File: src/rtl/mmc3_irq_pkg.sv
// Shared codes for the MMC3 scanline IRQ unit: register selects, save-state addresses, flag bits.
// Build option: define MMC3_IRQ_REVA_EN for the old-revision (NEC) IRQ set rule.
package mmc3_irq_pkg;

  typedef enum logic [1:0] {
    REG_LATCH   = 2'd0,
    REG_RELOAD  = 2'd1,
    REG_DISABLE = 2'd2,
    REG_ENABLE  = 2'd3
  } reg_sel_e;

  typedef enum logic [1:0] {
    SS_COUNT = 2'd0,
    SS_LATCH = 2'd1,
    SS_FLAGS = 2'd2,
    SS_HIST  = 2'd3
  } ss_addr_e;

  // Bit positions inside the save-state flags byte {4'b0, irq, enable, reload, 1'b0}
  localparam int FLAG_RELOAD = 1;
  localparam int FLAG_ENABLE = 2;
  localparam int FLAG_IRQ    = 3;

endpackage

File: src/rtl/mmc3_a12_filter.sv
// PPU A12 rise filter: a rise counts only after A12_LOW_MIN consecutive low samples.
// Emits a registered one-cycle clk_pulse; freeze holds the history and suppresses pulses.
module mmc3_a12_filter #(
  parameter int A12_LOW_MIN = 3
) (
  input  logic                 m2,
  input  logic                 map_rst_n,
  input  logic                 freeze,
  input  logic                 a12,
  input  logic                 hist_wr,
  input  logic [A12_LOW_MIN:0] hist_din,
  output logic [A12_LOW_MIN:0] hist,
  output logic                 clk_pulse
);

  localparam int HW = A12_LOW_MIN + 1;

  logic [HW-1:0] hist_q, hist_d;
  logic          pulse_q, pulse_d;
  logic          accept;

  // Newest sample lives in bit 0; the bits above it are the preceding samples.
  always_comb begin
    hist_d  = hist_q;
    pulse_d = 1'b0;
    accept  = a12 && (hist_q[A12_LOW_MIN-1:0] == '0);
    if (hist_wr) begin
      hist_d = hist_din;
    end else if (!freeze) begin
      hist_d  = {hist_q[HW-2:0], a12};
      pulse_d = accept;
    end
  end

  always_ff @(posedge m2 or negedge map_rst_n) begin
    if (!map_rst_n) begin
      hist_q  <= '1;
      pulse_q <= 1'b0;
    end else begin
      hist_q  <= hist_d;
      pulse_q <= pulse_d;
    end
  end

  assign hist      = hist_q;
  assign clk_pulse = pulse_q & ~freeze;

endmodule

File: src/rtl/mmc3_irq_unit.sv
// MMC3 scanline IRQ stage: A12 filter, reload/decrement counter, level IRQ and save-state port.
// Build option: define MMC3_IRQ_REVA_EN for the old-revision (NEC) IRQ set rule.
module mmc3_irq_unit
  import mmc3_irq_pkg::*;
#(
  parameter int A12_LOW_MIN = 3
) (
  input  logic       m2,
  input  logic       map_rst_n,
  input  logic       ppu_a12,
  input  logic       reg_we,
  input  logic [1:0] reg_sel,
  input  logic [7:0] reg_din,
  input  logic       ss_act,
  input  logic       ss_we,
  input  logic [1:0] ss_addr,
  input  logic [7:0] ss_din,
  output logic [7:0] ss_dout,
  output logic       irq,
  output logic       a12_clk
);

  localparam int HW = A12_LOW_MIN + 1;

  logic [7:0]    count_q, count_d;
  logic [7:0]    latch_q, latch_d;
  logic          reload_q, reload_d;
  logic          enable_q, enable_d;
  logic          irq_q, irq_d;
  logic          irq_set;
  logic          hist_wr;
  logic [HW-1:0] hist;
  logic [7:0]    flags;
  logic [7:0]    hist_rd;

  mmc3_a12_filter #(
    .A12_LOW_MIN(A12_LOW_MIN)
  ) u_filter (
    .m2       (m2),
    .map_rst_n(map_rst_n),
    .freeze   (ss_act),
    .a12      (ppu_a12),
    .hist_wr  (hist_wr),
    .hist_din (ss_din[HW-1:0]),
    .hist     (hist),
    .clk_pulse(a12_clk)
  );

  // Clock update runs first so register writes in the same cycle override it.
  always_comb begin
    count_d  = count_q;
    latch_d  = latch_q;
    reload_d = reload_q;
    enable_d = enable_q;
    irq_d    = irq_q;
    irq_set  = 1'b0;
    hist_wr  = 1'b0;
    if (ss_act) begin
      if (ss_we) begin
        case (ss_addr_e'(ss_addr))
          SS_COUNT: count_d = ss_din;
          SS_LATCH: latch_d = ss_din;
          SS_FLAGS: begin
            irq_d    = ss_din[FLAG_IRQ];
            enable_d = ss_din[FLAG_ENABLE];
            reload_d = ss_din[FLAG_RELOAD];
          end
          SS_HIST:  hist_wr = 1'b1;
          default:  hist_wr = 1'b0;
        endcase
      end
    end else begin
      if (a12_clk) begin
        if (count_q == 8'd0 || reload_q) begin
          count_d  = latch_q;
          reload_d = 1'b0;
        end else begin
          count_d = count_q - 8'd1;
        end
`ifdef MMC3_IRQ_REVA_EN
        irq_set = (count_d == 8'd0) && enable_q && ((count_q != 8'd0) || reload_q);
`else
        irq_set = (count_d == 8'd0) && enable_q;
`endif
        if (irq_set) irq_d = 1'b1;
      end
      if (reg_we) begin
        case (reg_sel_e'(reg_sel))
          REG_LATCH:   latch_d = reg_din;
          REG_RELOAD:  reload_d = 1'b1;
          REG_DISABLE: begin
            enable_d = 1'b0;
            irq_d    = 1'b0;
          end
          REG_ENABLE:  enable_d = 1'b1;
          default:     enable_d = enable_q;
        endcase
      end
    end
  end

  always_ff @(posedge m2 or negedge map_rst_n) begin
    if (!map_rst_n) begin
      count_q  <= 8'd0;
      latch_q  <= 8'd0;
      reload_q <= 1'b0;
      enable_q <= 1'b0;
      irq_q    <= 1'b0;
    end else begin
      count_q  <= count_d;
      latch_q  <= latch_d;
      reload_q <= reload_d;
      enable_q <= enable_d;
      irq_q    <= irq_d;
    end
  end

  always_comb begin
    flags              = 8'd0;
    flags[FLAG_IRQ]    = irq_q;
    flags[FLAG_ENABLE] = enable_q;
    flags[FLAG_RELOAD] = reload_q;
    hist_rd            = 8'hFF;
    hist_rd[HW-1:0]    = hist;
    case (ss_addr_e'(ss_addr))
      SS_COUNT: ss_dout = count_q;
      SS_LATCH: ss_dout = latch_q;
      SS_FLAGS: ss_dout = flags;
      SS_HIST:  ss_dout = hist_rd;
      default:  ss_dout = 8'd0;
    endcase
  end

  assign irq = irq_q;

endmodule

File: config.mk
export PLATFORM = sky130hd
export DESIGN_NAME = mmc3_irq_unit
export DESIGN_NICKNAME = d
export VERILOG_FILES = /design/src/rtl/mmc3_irq_pkg.sv /design/src/rtl/mmc3_a12_filter.sv /design/src/rtl/mmc3_irq_unit.sv
export SDC_FILE = /design/constraint.sdc
export NUM_CORES = 1
export LEC_CHECK = 0
export BUFFER_PORTS_ARGS = -buffer_cell sky130_fd_sc_hd__buf_2
export CAP_MARGIN = 25
export CORE_UTILIZATION = 35
export DETAILED_ROUTE_END_ITERATION = 16
export PLACE_DENSITY_LB_ADDON = 0.2
export SYNTH_ARGS = -nofsm -noshare
export SYNTH_HDL_FRONTEND = slang
export SYNTH_HIERARCHICAL = 1
export SYNTH_SLANG_ARGS = --single-unit
File: constraint.sdc
create_clock -name m2 -period 2.3 [get_ports m2]
set_input_delay 0.23 -clock m2 [delete_from_list [all_inputs] [get_ports m2]]
set_output_delay 0.23 -clock m2 [all_outputs]
set_load 0.005 [all_outputs]
After elaboration in Yosys (flattened, before gate mapping). Cells that the tools add are included.

Add/sub/neg operators: 1. Equal/unequal tests: 11. Muxes and demuxes: 39. Bitwise operators: 2. Reductions and logical operators: 16.

Operators with widths (count): $mux W8 (12); $pmux W8 S4 (1); $mux W1 (23); $logic_not A8 Y1 (2); $ne A2 B1 Y1 const B (5); $eq A2 B2 Y1 const B (4); $mux W4 (2); $reduce_and A4 Y1 (2); $sub A8 B1 Y8 const B (1); $reduce_bool A2 Y1 (3); $eq A2 B1 Y1 const B (2); $logic_not A2 Y1 (2); $logic_not A3 Y1 (1); $reduce_and A3 Y1 (1); $reduce_bool A3 Y1 (1); $logic_and A1 B1 Y1 (2); $pmux W1 S2 (1); $reduce_and A2 Y1 (1); $and A1 B1 Y1 (1); $logic_or A1 B1 Y1 (1); $not A1 Y1 (1).

Flip-flop bits (word level): 24. Output and inout bits: 10. Word-level logic and storage cells: 76.

Logic depth before layout (Yosys ltp). Gate-level depths: netlist of the first run.

Depth in word-level cells: 12. Mapped depth: 8. Depth with buffers taken out: 7.

Modules after synthesis. Netlist of the first run, hierarchy kept.

By module, submodules not included: mmc3_irq_unit (instances 1, cells an instance 160, area each 1392.6 µm², sequential area each 475.5 µm²); mmc3_a12_filter (instances 1, cells an instance 22, area each 250.2 µm², sequential area each 130.1 µm²).

Least setup slack after synthesis of the first run. Ideal clock, no wire load.

Path kind: register to register. From: register count_q[0]. To: register irq_q (netlist: irq). Arrival time: 1.928 ns. Data required time: 2.205 ns. Slack: 0.277 ns. Cell stages (with the launch flop): 8. Clock period less this slack: 2.023 ns. Path through: dfrtp_1 inv_1 ha_1 nor3b_1 a21oi_2 mux2_4 or3b_1 o31ai_1.

Longest elaborated chain between the ends: 12.

RTL lines: start: declaration (line mmc3_irq_unit.sv:25) `logic [7:0] count_q, count_d;`; start signal: assignment (line mmc3_irq_unit.sv:110) `count_q <= count_d;`; branches (longest 2 deep; another with $sub A8 B1 Y8); $mux W8 (*) (line mmc3_irq_unit.sv:74) `if (count_q == 8'd0 || reload_q) begin`; $mux W8 (*) (line mmc3_irq_unit.sv:73) `if (a12_clk) begin`; $mux W8 (*) (line mmc3_irq_unit.sv:58) `if (ss_act) begin`; $logic_not A8 Y1 (*) (line mmc3_irq_unit.sv:83) `irq_set = (count_d == 8'd0) && enable_q;`; $logic_and A1 B1 Y1 (*) (line mmc3_irq_unit.sv:83); $mux W1 (*) (line mmc3_irq_unit.sv:85) `if (irq_set) irq_d = 1'b1;`; $mux W1 (*) (line mmc3_irq_unit.sv:73); $mux W1 (line mmc3_irq_unit.sv:88) `case (reg_sel_e'(reg_sel))`; $mux W1 (*) (line mmc3_irq_unit.sv:87) `if (reg_we) begin`; $mux W1 (*) (line mmc3_irq_unit.sv:58); end signal: assignment (line mmc3_irq_unit.sv:114) `irq_q <= irq_d;`; end: declaration (line mmc3_irq_unit.sv:29) `logic irq_q, irq_d;`.

Mark *: on every way between the ends. The select of a mux whose other input is x is not followed. A chain may end at the register's enable or synchronous reset.

Worst setup path after layout of the first run.
From: register count_q[1]. To: register irq_q (netlist: irq).

Same word-level chain as after synthesis.

==> results.toml, run 1 <==
[min_path]
hold_path.class = "input pin to flip-flop"
min_path_cells = 3

[logic_synthesis]
ys_seq_area_share_pct = 36.9
syn_area_sq_um = 1640
syn-num-nets = 210
avgSynthCellArea_sq_um = 9.03
synth.distinct_cells = 44
yosysWarnings = 6
yosys.area.top_type = "dfrtp_1"
synth_seq_cells = 24
synth_top_area_share_pct = 30.5
synth_area_leaders = "dfrtp_1 (30%), mux2i_1 (6.7%), dfstp_2 (6.4%), nand2_1 (5.5%), nor2_1 (5.5%)"
syn_inst = 182

[clock_tree]
cts_max_path_buffers = 2
worstSkewPairLatency_ns = 0.27
cts-root-buf = "clkbuf_8"
htreeDepth = 1
path_clk_slew_ns = 0.09
cts_made_buffers = 3
ctsResizeCount = 0
clock_sinks = 24
cts_tree = "yes"

[pwr]
vdd_drop_max_mv = 0.344
power_density_nw_per_um2 = 735
p_leak_nw = 0.859

[sta]
hold_viol = 0
maxSlewHeadroom_pct = 62.8
tns_ns = 0
tightest_slew_ns = 0.559
min_period_over_period_pct = 91.3
fin_ws_ns = 0.200
grt_setup_unrepaired = "false"
setup_viol = 0
max_freq_mhz = 476
period_minus_slack_ns = 2.10
skew_ns = 0.0150
finalMaxSlewViolations = 0

[cells_and_area]
syn_to_final_growth_pct = 18.4
final_cell_mix = "buf_2 (35), nor2_1 (24), nand2_1 (24), dfrtp_1 (20)"
drive_gt1_share_pct = 28.4
finish.net_count = 247
antenna_cells = 0
final_common_cell = "buf_2"
utilization_pct = 43.8

[detailed_routing]
routed.top_layer = "met4"
vias = 1452
firstDrtPassIters = 10
wl_met3_um = 174
drc_errors = 4
wl_met1_um = 2080
routed_wl_um = 4200
drtAntennaViolNets = 0
wl_met2_um = 1930
drtIter0Drc = 150
viasPerCell = 5.38
avgRoutedWirePerCell_um = 15.6

[die]
start_util_pct = 37.0
io_pins = 36
die_h_um = 70.5
dieArea_sq_um = 4970
core-area_sq_um = 4440
chipWidth_um = 70.5
rows = 24

[worst_setup_path]
critPathMaxStageDelay_ns = 0.40
crit_required_ns = 2.49
worst-path-max-fanout = 6
cp_data_arrival_time_ns = 2.29
r2r_slack_ns = 0.20
critical_path_class = "flip-flop to flip-flop"
critPathSlowestCell = "dfrtp_1"
worstSetupStartpointType = "flip-flop"
path_cells = "inv_1, ha_1, nor3b_1, a21oi_2, mux2_4, or3b_1, o31ai_1"
worst_setup_path_end_kind = "flip-flop"
r2r_cells = 7

[flow_run]
maxCapViolCount = 0

[global_routing]
grt_max_degree = 25
grt_pass1_wl_um = 7050
antenna_found_initial = 0
grt-ovfl-total = 0
grt_pass1_vias = 1382
track_usage_pct = 18.4

[status]
outcome = "complete, but fails checks"
failed_checks = "design-rule violations"

[placement]
pre_cts_ws_ns = 0.190
dp_hpwl_um = 3170
portBuffers = 35
gp_congestion = 0.792
## layer usage
metal	global-route usage, %	up-vias
met5	0	-
met4	2.72	0
met3	3.75	2
met2	29.3	37
met1	26.5	685
li1	-	728
## through the flow
stage	cells	area [sq um]	hold WS, ns	power (mW)
after detailed placement	265	1890	0.264	1.18
after CTS	270	1950	0.170	1.45
after global placement	264	1880	0.260	1.17
after floorplan	182	1640	-0.0656	0.991
final	270	1950	0.185	1.43
after global routing	270	1950	0.209	1.54
## path summary, 6_finish.rpt
kind / from / endpoint
setup reg to reg: count_q[1] / irq
hold / removal: ss_din[1] / u_filter/hist[1]
hold reg to reg: enable_q / enable_q
max in group asynchronous: map_rst_n / u_filter/hist[3]
setup / recovery: count_q[1] / irq
min in group asynchronous: map_rst_n / latch_q[1]
## sequential cells by signal, indices dropped and copies added (netlist names)
signal	flops
reload_q	1
u_filter/hist	4
u_filter/pulse_q	1
enable_q	1
irq	1
count_q	8
latch_q	8
## layout make-up
type / count / area (sq um)
Clock buffer: 4 / 45.0
Fill cell: 454 / 2500
Tap cell: 52 / 65.1
Timing Repair Buffer: 43 / 238
Inverter: 3 / 11.3
Sequential cell: 24 / 606
Multi-Input combinational cell: 144 / 981
## logic make-up (layout without fill, tap and decap cells)
group,count (synthesis),count (layout),share of synthesized area (%)
compound gates,45,45,18.3
xor+xnor,5,5,2.67
fa+ha+maj,2,2,1.52
buf+inv,14,50,3.73
flops,24,24,36.9
mux,18,18,13.8
simple gates,74,74,23.2
## worst max-delay path, delay by kind of cell, from the launching register on
family	cells	cell delay, ns
adders and majority gates	1	0.18
buffers and inverters	1	0.08
muxes	1	0.34
DFF	1	0.40
and+or+nand+nor	2	0.50
AOI/OAI and AO/OA	2	0.50
## repair_timing
action,4_1_cts,5_1_grt
setup buffers,0,0
hold endpoints to repair,20,0
hold buffers,1,0
## where the power goes
group,leakage [nW],switching [mW],total [mW],internal (mW)
logic,0.567,0.236,0.498,0.261
clock network,0.0228,0.138,0.262,0.124
registers,0.270,0.138,0.670,0.532
## Yosys cell counts (all sizes together)
library cell,number
or2,1
a31oi,10
o31ai,2
xnor2,2
nand4b,2
ha,2
o21a,3
a21oi,5
nor3b,4
buf,4
mux2i,11
or4b,1
clkbuf,7
mux2,4
o21ai,12
dfrtp,20
a32oi,1
a311o,1
nand2b,7
inv,3
nand3,1
o21bai,1
dfstp,4
xor2,3
nor2b,2
a2111oi,1
o211ai,2
nor2,24
mux4,3
or3b,1
o311ai,1
nor4,1
a211o,4
a22o,2
nand2,24
nand3b,1
nor3,4
and4,1
Power figures use the tool's default switching activity.
==> inputs of run 2 (changes only) <==
Settings changed: CORE_ASPECT_RATIO set to 1.75, CTS_BUF_LIST set to sky130_fd_sc_hd__clkbuf_4 sky130_fd_sc_hd__clkbuf_8.
==> run 2 against run 1 <==
- the run now ends clean
- global-route usage is 1.3 points higher
- clock power is 15% higher
- via count is 3.0% higher
- sequential cell count stayed put
- largest power group unchanged
- clock skew is 0.0092 ns lower
- count of clock-buffer cells in the layout stayed put
- die area is 0.22% higher
==> results.toml, run 2 (synthesized netlist as in run 1, its figures left out) <==
[worst_setup_path]
cp_data_arrival_time_ns = 2.34
worstSetupStartpointType = "flip-flop"
critical_path_class = "flip-flop to flip-flop"
crit_required_ns = 2.49
worst_setup_path_end_kind = "flip-flop"
worst-path-max-fanout = 6

[cells_and_area]
antenna_cells = 0
finalNonFillerCells = 270
final_common_cell = "buf_2"
final_cell_mix = "buf_2 (35), nor2_1 (24), nand2_1 (24), dfrtp_1 (20), o21ai_0 (11)"
drive_gt1_share_pct = 29.7
fillers = 462
syn_to_final_growth_pct = 19.6
finish.net_count = 248
postLayoutCellArea_sq_um = 1970

[sta]
min_period_over_period_pct = 93.6
setup_viol = 0
skew_ns = 0.00582
hold_viol = 0
finalMaxSlewViolations = 0
max_freq_mhz = 465
whs_ns = 0.167
tns_ns = 0
tightest_slew_ns = 0.578
maxSlewHeadroom_pct = 61.5
period_minus_slack_ns = 2.15

[detailed_routing]
vias = 1495
viasPerCell = 5.54
routed_wl_um = 4360
avgRoutedWirePerCell_um = 16.1
firstDrtPassIters = 4
drc_errors = 0
drtAntennaViolNets = 0
drtIter0Drc = 32

[global_routing]
track_usage_pct = 19.8
grt-ovfl-total = 0
grt_pass1_vias = 1492
grt_max_degree = 25
grt_pass1_wl_um = 7090
antenna_found_initial = 0

[placement]
portBuffers = 35
dp.cells = 263
dp_hpwl_um = 3260
gp_congestion = 0.900
placed_area_sq_um = 1880

[pwr]
finalPower_mw = 1.50
clkPwrFrac_pct = 20.1
seqPwrFrac_pct = 44.9
power_frac_comb_pct = 35.0
p_sw_mw = 0.534
vdd_drop_max_mv = 0.331
p_leak_nw = 0.868
switching_share_pct = 35.7
p_int_mw = 0.962
power_density_nw_per_um2 = 761

[die]
dieArea_sq_um = 4980
die_h_um = 92.6
chipWidth_um = 53.8
rows = 32
start_util_pct = 37.0
core-area_sq_um = 4440
io_pins = 36

[clock_tree]
cts_max_path_buffers = 2
path_clk_slew_ns = 0.09
worstSkewPairLatency_ns = 0.28
clock_sinks = 24
cts_made_buffers = 3
htreeDepth = 1
cts-root-buf = "clkbuf_8"
cts_tree = "yes"

[status]
outcome = "finished, final reports clean"

[flow_run]
maxCapViolCount = 0

[min_path]
hold_path.class = "input pin to flip-flop"
## run 2: cell count changes in the layout (fill, tap and decap cells not counted)
cell      delta
mux2i_1      -1
mux2i_2      +1
clkbuf_1     -1
buf_4        +1
clkbuf_8     +1
## run 2: worst paths after layout
path	startpoint	endpoint	slack [ns]	cells past startpoint
max in group asynchronous	map_rst_n	latch_q[1]	1.44	2
hold reg to reg	enable_q	enable_q	0.55	1
setup reg to reg	count_q[1]	irq	0.15	7
min in group asynchronous	map_rst_n	latch_q[0]	0.47	2
setup / recovery	count_q[1]	irq	0.15	7
hold / removal	ss_din[1]	u_filter/hist[1]	0.17	3
## run 2: layer usage
layer | up-vias | wire length (um) | global-route usage, %
met1 | 712 | 1770 | 24.4
met3 | 11 | 144 | 1.48
li1 | 731 | - | -
met5 | - | 0 | 0
met2 | 41 | 2290 | 32.6
met4 | 0 | 155 | 10.5
## run 2: cell type report
cell class	instances	area [sq um]	area share, %
Clock buffer	4	55.1	2.80
Inverter	3	11.3	0.573
Sequential cell	24	606	30.8
Tap cell	51	63.8	3.25
Timing Repair Buffer	44	245	12.5
Multi-Input combinational cell	144	985	50.1
## run 2: critical path: stages, from the launching register on
cell and delay, ns:
dfrtp_1 0.40, inv_1 0.09, ha_1 0.19, nor3b_1 0.16, a21oi_2 0.34, mux2_4 0.34
or3b_1 0.34, o31ai_1 0.19
## run 2: metrics by stage
| step | util, % | setup slack (ns) |
|---|---|---|
| final | 44.2 | 0.148 |
| after global routing | 44.2 | -0.00460 |
| after CTS | 43.8 | 0.150 |
| after detailed placement | 42.3 | 0.168 |
| after global placement | 42.2 | 0.261 |
| after floorplan | - | 0.277 |
## run 2: power by group through the flow
stage	Combinational, mW	Sequential (mW)	Clock, mW
6_report	0.523	0.671	0.301
2_1_floorplan	0.352	0.640	0
3_5_place_dp	0.499	0.681	0
3_3_place_gp	0.491	0.682	0
4_1_cts	0.502	0.673	0.308
5_1_grt	0.586	0.692	0.320
## run 2: repair_timing
item                                    in CTS  in global routing
hold buffers                                 1                  0
endpoints found under the setup margin       0                  1
gates resized for setup                      0                  1
buffers inserted                             0                  2
endpoints found under the hold margin       20                  0
==> inputs of run 3 (changes only) <==
Settings changed: REMOVE_ABC_BUFFERS set to 1.
==> run 3 against run 2 <==
- sequential power barely moved
- via count decreased by 0.67%
- worst setup slack improved by 0.063 ns
- clock skew is 0.0032 ns lower
==> results.toml, run 3 (synthesized netlist as in run 1, its figures left out) <==
[clock_tree]
htreeDepth = 1
worstSkewPairLatency_ns = 0.26
cts-root-buf = "clkbuf_8"
cts_hold_buf = 1
path_clk_slew_ns = 0.08
clock_sinks = 24
cts_max_path_buffers = 2
cts_tree = "yes"
cts_made_buffers = 3
post-cts-setup-buffers = 0
ctsResizeCount = 0

[worst_setup_path]
cp_data_arrival_time_ns = 2.26
rr_startpoint = "count_q[0]"
path_cells = "inv_1, ha_1, nor3b_1, a21oi_2, mux2_4, or3b_1, o31ai_1"
worst_setup_path_end_kind = "flip-flop"
r2r_slack_ns = 0.21
crit_family = "simple AND/OR/NAND/NOR gates"
r2r-end = "irq"
critPathMaxStageDelay_ns = 0.38
r2r_cells = 7
critical_path_class = "flip-flop to flip-flop"
critPathSlowestCell = "dfrtp_1"
crit_required_ns = 2.47
worstSetupStartpointType = "flip-flop"
worst-path-max-fanout = 4
path_buf_inv = 1

[sta]
whs_ns = 0.177
tightest_slew_ns = 0.565
setup_viol = 0
period_minus_slack_ns = 2.09
hold_viol = 0
tns_ns = 0
finalMaxSlewViolations = 0
maxSlewHeadroom_pct = 62.4
skew_ns = 0.00262
grt_setup_unrepaired = "false"
min_period_over_period_pct = 90.8
max_freq_mhz = 479

[placement]
portBuffers = 35
dp.cells = 264
dp_hpwl_um = 3220
placed_area_sq_um = 1890
gp_congestion = 0.882

[die]
io_pins = 36
dieArea_sq_um = 4980
chipWidth_um = 53.8
rows = 32
die_h_um = 92.6
core-area_sq_um = 4440
start_util_pct = 37.0

[cells_and_area]
fillers = 453
syn_to_final_growth_pct = 19.0
seq_area_sq_um = 606
postLayoutCellArea_sq_um = 1950
antenna_cells = 0
finish.net_count = 247
final_cell_mix = "buf_2 (35), nor2_1 (24), nand2_1 (24), dfrtp_1 (20)"
multi_input_area_sq_um = 981
finalNonFillerCells = 269
drive_gt1_share_pct = 28.9
final_common_cell = "buf_2"

[status]
outcome = "finished, final reports clean"

[detailed_routing]
routed_wl_um = 4310
vias = 1485
firstDrtPassIters = 4
avgRoutedWirePerCell_um = 16.0
drc_errors = 0
viasPerCell = 5.52
drtIter0Drc = 36
drtAntennaViolNets = 0

[global_routing]
track_usage_pct = 19.8
grt_max_degree = 25
grt_pass1_wl_um = 7270
antenna_found_initial = 0
grt-ovfl-total = 0
grt_pass1_vias = 1481

[flow_run]
maxCapViolCount = 0

[pwr]
power_density_nw_per_um2 = 747
vdd_drop_max_mv = 0.400
p_leak_nw = 0.866

[min_path]
min_path_cells = 3
hold_start = "ss_din[1]"
hold_end = "u_filter/hist[1]"
hold_path.class = "input pin to flip-flop"
## run 3: changes by cell type in the layout (fill, tap and decap cells not counted)
cell	delta
mux2i_2	-1
buf_4	-1
mux2i_1	+1
## run 3: area by class of cell
cell class                      count  share of cell area [%]
Timing Repair Buffer               43                    12.2
Clock buffer                        4                    2.82
Multi-Input combinational cell    144                    50.2
Tap cell                           51                    3.27
Sequential cell                    24                    31.0
Inverter                            3                   0.576
## run 3: how the worst max path moves through the flow
stage | start | end | slack [ns] | depth (start not counted)
6_report | count_q[0] | irq | 0.21 | 7
2_1_floorplan | count_q[0] | irq | 0.06 | 7
4_1_cts | count_q[0] | irq | 0.18 | 7
3_3_place_gp | count_q[0] | irq | 0.30 | 7
5_1_grt | count_q[0] | irq | 0.01 | 8
3_5_place_dp | count_q[0] | irq | 0.19 | 7
## run 3: metal layers
metal  vias up  share of wire, %  GRT usage [%]
li1        727                 -              -
met1       713                41           24.1
met2        41                53           34.7
met3         4               4.3           2.46
met4         0               1.0           5.70
met5         -                 0              0
## run 3: power breakdown
part | switching (mW) | total [mW] | internal [mW]
logic | 0.236 | 0.497 | 0.261
clock network | 0.136 | 0.289 | 0.153
registers | 0.142 | 0.674 | 0.532
total | 0.514 | 1.46 | 0.946
## run 3: worst reg2reg max path, stage by stage (launching register included)
cell     delay (ns)
dfrtp_1        0.38
inv_1          0.13
ha_1           0.18
nor3b_1        0.30
a21oi_2        0.15
mux2_4         0.32
or3b_1         0.35
o31ai_1        0.20
## run 3: metrics by stage
stage                     power (mW)  util [%]  setup WS, ns
after CTS                       1.48      44.0         0.181
after detailed placement        1.18      42.5         0.188
after floorplan                0.973         -        0.0631
final                           1.46      44.0         0.211
after global placement          1.18      42.5         0.296
after global routing            1.58      44.0        0.0143
